$ cat src/rtl/ser_feed.sv
// ser_feed: parallel-to-serial feeder for a downstream shift register.
// A word is captured on LOAD while READY, then presented one bit per cycle on
// SOUT, qualified by SEN; STALL freezes the word in place. A one-cycle FIN
// state follows the last bit, pulsing DONE before READY returns.
module ser_feed #(
  parameter int N         = 4,
  parameter bit MSB_FIRST = 1'b1
) (
  input  logic         CLK,
  input  logic         RST,
  input  logic         LOAD,
  input  logic [N-1:0] D,
  input  logic         STALL,
  output logic         READY,
  output logic         SOUT,
  output logic         SEN,
  output logic         DONE
);

  localparam int CW = $clog2(N);
  localparam logic [CW-1:0] LAST = CW'(N - 1);

  localparam logic [1:0] S_IDLE  = 2'd0;
  localparam logic [1:0] S_SHIFT = 2'd1;
  localparam logic [1:0] S_FIN   = 2'd2;

  logic [1:0]    state_q, state_d;
  logic [N-1:0]  buf_q, buf_d;
  logic [CW-1:0] cnt_q, cnt_d;
  logic [CW-1:0] sel_idx;

  // Next-state logic: capture on LOAD in IDLE, advance count unless stalled.
  always_comb begin
    state_d = state_q;
    buf_d   = buf_q;
    cnt_d   = cnt_q;
    case (state_q)
      S_IDLE: begin
        if (LOAD) begin
          buf_d   = D;
          cnt_d   = '0;
          state_d = S_SHIFT;
        end
      end
      S_SHIFT: begin
        if (!STALL) begin
          // Last bit leaves FIN-bound without bumping cnt, so it never wraps.
          if (cnt_q == LAST) begin
            state_d = S_FIN;
          end else begin
            cnt_d = cnt_q + 1'b1;
          end
        end
      end
      S_FIN: begin
        state_d = S_IDLE;
      end
      default: begin
        state_d = S_IDLE;
      end
    endcase
  end

  // State registers with asynchronous active-high reset.
  always_ff @(posedge CLK or posedge RST) begin
    if (RST) begin
      state_q <= S_IDLE;
      buf_q   <= '0;
      cnt_q   <= '0;
    end else begin
      state_q <= state_d;
      buf_q   <= buf_d;
      cnt_q   <= cnt_d;
    end
  end

  // Outputs decode purely from state so reset forces them without an edge.
  always_comb begin
    sel_idx = MSB_FIRST ? (LAST - cnt_q) : cnt_q;
    READY   = (state_q == S_IDLE);
    DONE    = (state_q == S_FIN);
    SEN     = (state_q == S_SHIFT) && !STALL;
    SOUT    = (state_q == S_SHIFT) ? buf_q[sel_idx] : 1'b0;
  end

endmodule
$ cat config.mk
export PLATFORM = sky130hd
export DESIGN_NAME = ser_feed
export DESIGN_NICKNAME = d
export VERILOG_FILES = /design/src/rtl/ser_feed.sv
export SDC_FILE = /design/constraint.sdc
export NUM_CORES = 1
export LEC_CHECK = 0
export ABC_AREA = 1
export CAP_MARGIN = 20
export CORE_AREA = 5 5 42 44
export DETAILED_ROUTE_END_ITERATION = 16
export DIE_AREA = 0 0 47 49
export PLACE_DENSITY_LB_ADDON = 0.25
export SETUP_SLACK_MARGIN = 0.5
export SKIP_LAST_GASP = 1
export SLEW_MARGIN = 20
export SYNTH_ARGS = -nofsm -noshare
export SYNTH_HDL_FRONTEND = slang
export SYNTH_SLANG_ARGS = --single-unit
$ cat constraint.sdc
create_clock -name CLK -period 1.5 [get_ports CLK]
set_input_delay 0.45 -clock CLK [delete_from_list [all_inputs] [get_ports CLK]]
set_output_delay 0.45 -clock CLK [all_outputs]
set_load 0.02 [all_outputs]
==> results.tsv <==
stage	metric	value	unit
layout	final std cells w/o fill	100	
worst_setup_path	CP max FO	5	
worst_setup_path	Worst R2R Setup Slack	0.18	ns
worst_setup_path	crit path cell chain	o21ai_2 > nand2_2 > a21oi_4 > buf_6	
logic_synthesis	Yosys cell types	13	
sta	Worst slew margin	0.794	
status	status	finished with violations	
place	quantity of I/O buffers inserted on ports	11	
power_and_ir_drop	sequential power share	0.253	
logic_synthesis	area share of the largest cell type after synthesis	0.480	
layout	n_diodes	0	
worst_setup_path	Setup crit start kind	register	
worst_setup_path	Worst path max stage delay	0.43	ns
power_and_ir_drop	PwrDens	1930	nW/um^2
logic_synthesis	Top FF cell, synth	dfrtp_1	
place	Final Wtd Congestion	0.752	
clocking	Skew-Pair Late Insertion Delay	0.26	ns
status	failing checks	setup timing	
routing	DR WL/cell	11.3	microns
power_and_ir_drop	NetSw	0.000648	W
hold_path	Hold Crit Class	in2async	
clocking	clk root buf	clkbuf_4	
die	die area	2300	sq um
global_routing	first-pass GRT wire length	1720	microns
logic_synthesis	Post-synth EDFFs	0	
logic_synthesis	top-count cell post-synth	nand2_1	
routing	Post-DRT Antenna Nets	0	
sta	Final min period	1.62	ns
logic_synthesis	synth warn	0	
worst_setup_path	Worst Path Required	1.05	ns
sta	final hold violation count	0	
die	Die Y	49	microns
routing	Remaining DRCs	0	
worst_setup_path	kind of critical path	reg2out	
routing	1st-pass router iterations	1	
routing	routed vias/inst	4.43	
power_and_ir_drop	internal power	0.000935	W
logic_synthesis	synth top area cells	dfrtp_1 48%, nand2_1 11%, inv_1 9.0%	
logic_synthesis	top cell type by total area after synthesis	dfrtp_1	
logic_synthesis	Synth Instances	54	
die	Core ar.	1400	sq um
layout	Layout Nets	94	
layout	share of cells above drive strength 1	0.488	
layout	final core occ	0.585	
power_and_ir_drop	leakage power	0.399	nW
routing	total number of vias	443	
die	num ports	12	
worst_setup_path	Worst setup EP type	primary output	
routing	DRT iter0 DRCs	0	
sta	RSZ-0062 raised after global routing	true	
power_and_ir_drop	Peak VDD IR	0.000764	V
logic_synthesis	Cell Area, Synth	417	sq um
logic_synthesis	register bit count reported by yosys	8	
sta	worst slew pin tran	0.308	ns
power_and_ir_drop	Gate power share	0.630	
flow_run	# Max-Cap Violations	0	
sta	final worst setup slack	-0.122	ns
global_routing	maximum number of pins on one net before global-route repair	9	
power_and_ir_drop	Sw Share	0.409	
clocking	Num Clock Sinks	8	
clocking	Reg clk slew, reported paths	0.06	ns
global_routing	gr usage total	0.104	
clocking	Clock Tree Buf Depth	2	
global_routing	total grt overflow	0	
die	Die W	47	microns
routing	WL final	1130	microns
worst_setup_path	Worst Path Buf+Inv	1	
die	Rows	14	
layout	Area Growth Syn to Fin	96.7	%
logic_synthesis	FFs w/ async S/R, synth	1.00	
sta	fmax	0.616	GHz
power_and_ir_drop	Clk network pwr share	0.117	
layout	Fill cells	136	
logic_synthesis	synth cell count leaders	12 x nand2_1, 10 x inv_1, 8 x dfrtp_1, 7 x nor2_1, 5 x a21oi_1	
clocking	TritonCTS clock tree	yes	
logic_synthesis	register area share after synthesis	0.480	
worst_setup_path	CP arrival	1.17	ns
place	pre-CTS setup slack	-0.547	ns
sta	fin. max-slew vios	0	
sta	Worst Skew	0.00398	ns
worst_setup_path	Worst path slowest cell	dfrtp_2	
global_routing	initial antenna violation count	0	
logic_synthesis	Avg Synthesized Cell Area	7.72	sq um
place	Post-DP HPWL	702	microns
clocking	CTS buffer count	3	
clocking	# H-tree levels	1	
worst_setup_path	Top delay family on crit path	flip-flops	
global_routing	vias in the first global route	419	
place	cell count after placement	88	
sta	final worst-path cycle share	1.08	
sta	Final Setup Violations	1	
logic_synthesis	syn nets	63	
die	initial core utilization	0.297	
-- power groups by stage --
stage	combinational (W)	clock, W	sequential, W
3_5_place_dp	0.000706	0	0.000402
5_1_grt	0.00110	0.000193	0.000412
2_1_floorplan	0.000439	0	0.000396
4_1_cts	0.000835	0.000185	0.000390
3_3_place_gp	0.000702	0	0.000400
6_report	0.000997	0.000185	0.000401
-- sequential cells by signal, summed over array words and instances, names as in the netlist --
register,cells
buf_q,4
cnt_q,2
state_q,2
-- stage by stage --
step | hold WS [ns] | total power [W] | TNS [ns] | cell area, sq um
detailed placement | 0.465 | 0.00111 | -1.42 | 643
global route | 0.474 | 0.00170 | -0.218 | 820
global placement | 0.467 | 0.00110 | -1.38 | 643
floorplan | 0.266 | 0.000836 | 0 | 460
finish | 0.432 | 0.00158 | -0.122 | 820
CTS | 0.443 | 0.00141 | -0.157 | 732
-- per-layer routing --
metal | up-vias | global-route usage | wire length [microns]
li1 | 231 | - | -
met1 | 202 | 0.128 | 435
met2 | 8 | 0.147 | 627
met3 | 2 | 0.0111 | 43
met4 | 0 | 0.0968 | 20
met5 | - | 0 | 0
-- final cells by class --
| class | instances | area [sq um] | area share |
|---|---|---|---|
| Tap cell | 16 | 20.0 | 0.0244 |
| Timing Repair Buffer | 26 | 251 | 0.307 |
| Multi-Input combinational cell | 36 | 282 | 0.344 |
| Inverter | 10 | 37.5 | 0.0458 |
| Clock buffer | 4 | 26.3 | 0.0321 |
| Sequential cell | 8 | 203 | 0.247 |
-- path summary, 6_finish.rpt --
check,to,cells after the start,from
setup reg to reg,cnt_q[1],7,cnt_q[0]
min in group CLK,buf_q[0],2,buf_q[0]
hold / removal,buf_q[1],2,RST
hold reg to reg,buf_q[0],2,buf_q[0]
max in group asynchronous,cnt_q[0],2,RST
setup / recovery,SOUT,4,cnt_q[0]
-- layout by cell type, fill, tap and decap left out, types with 3 or more instances in the layout --
cell type / instances
buf_6: 11
inv_1: 9
nand2_1: 9
buf_4: 8
dfrtp_1: 6
nor2_4: 5
clkdlybuf4s50_1: 5
nand2_2: 3
nand4_1: 3
a21oi_1: 3
clkbuf_4: 3
-- repair_timing --
item	4_1_cts	5_1_grt
hold buffers	0	0
endpoints found under the setup margin	12	12
buffers inserted	5	3
gates resized for setup	32	15
pin swaps	9	10
-- cell families (layout without fill, tap and decap cells) --
group	count (synthesis)	in the layout	synth area share
flops	8	8	0.480
simple gates	29	29	0.327
fa+ha+maj	1	1	0.0300
compound gates	6	6	0.0721
buf+inv	10	40	0.0901
Power figures use the tool's default switching activity.
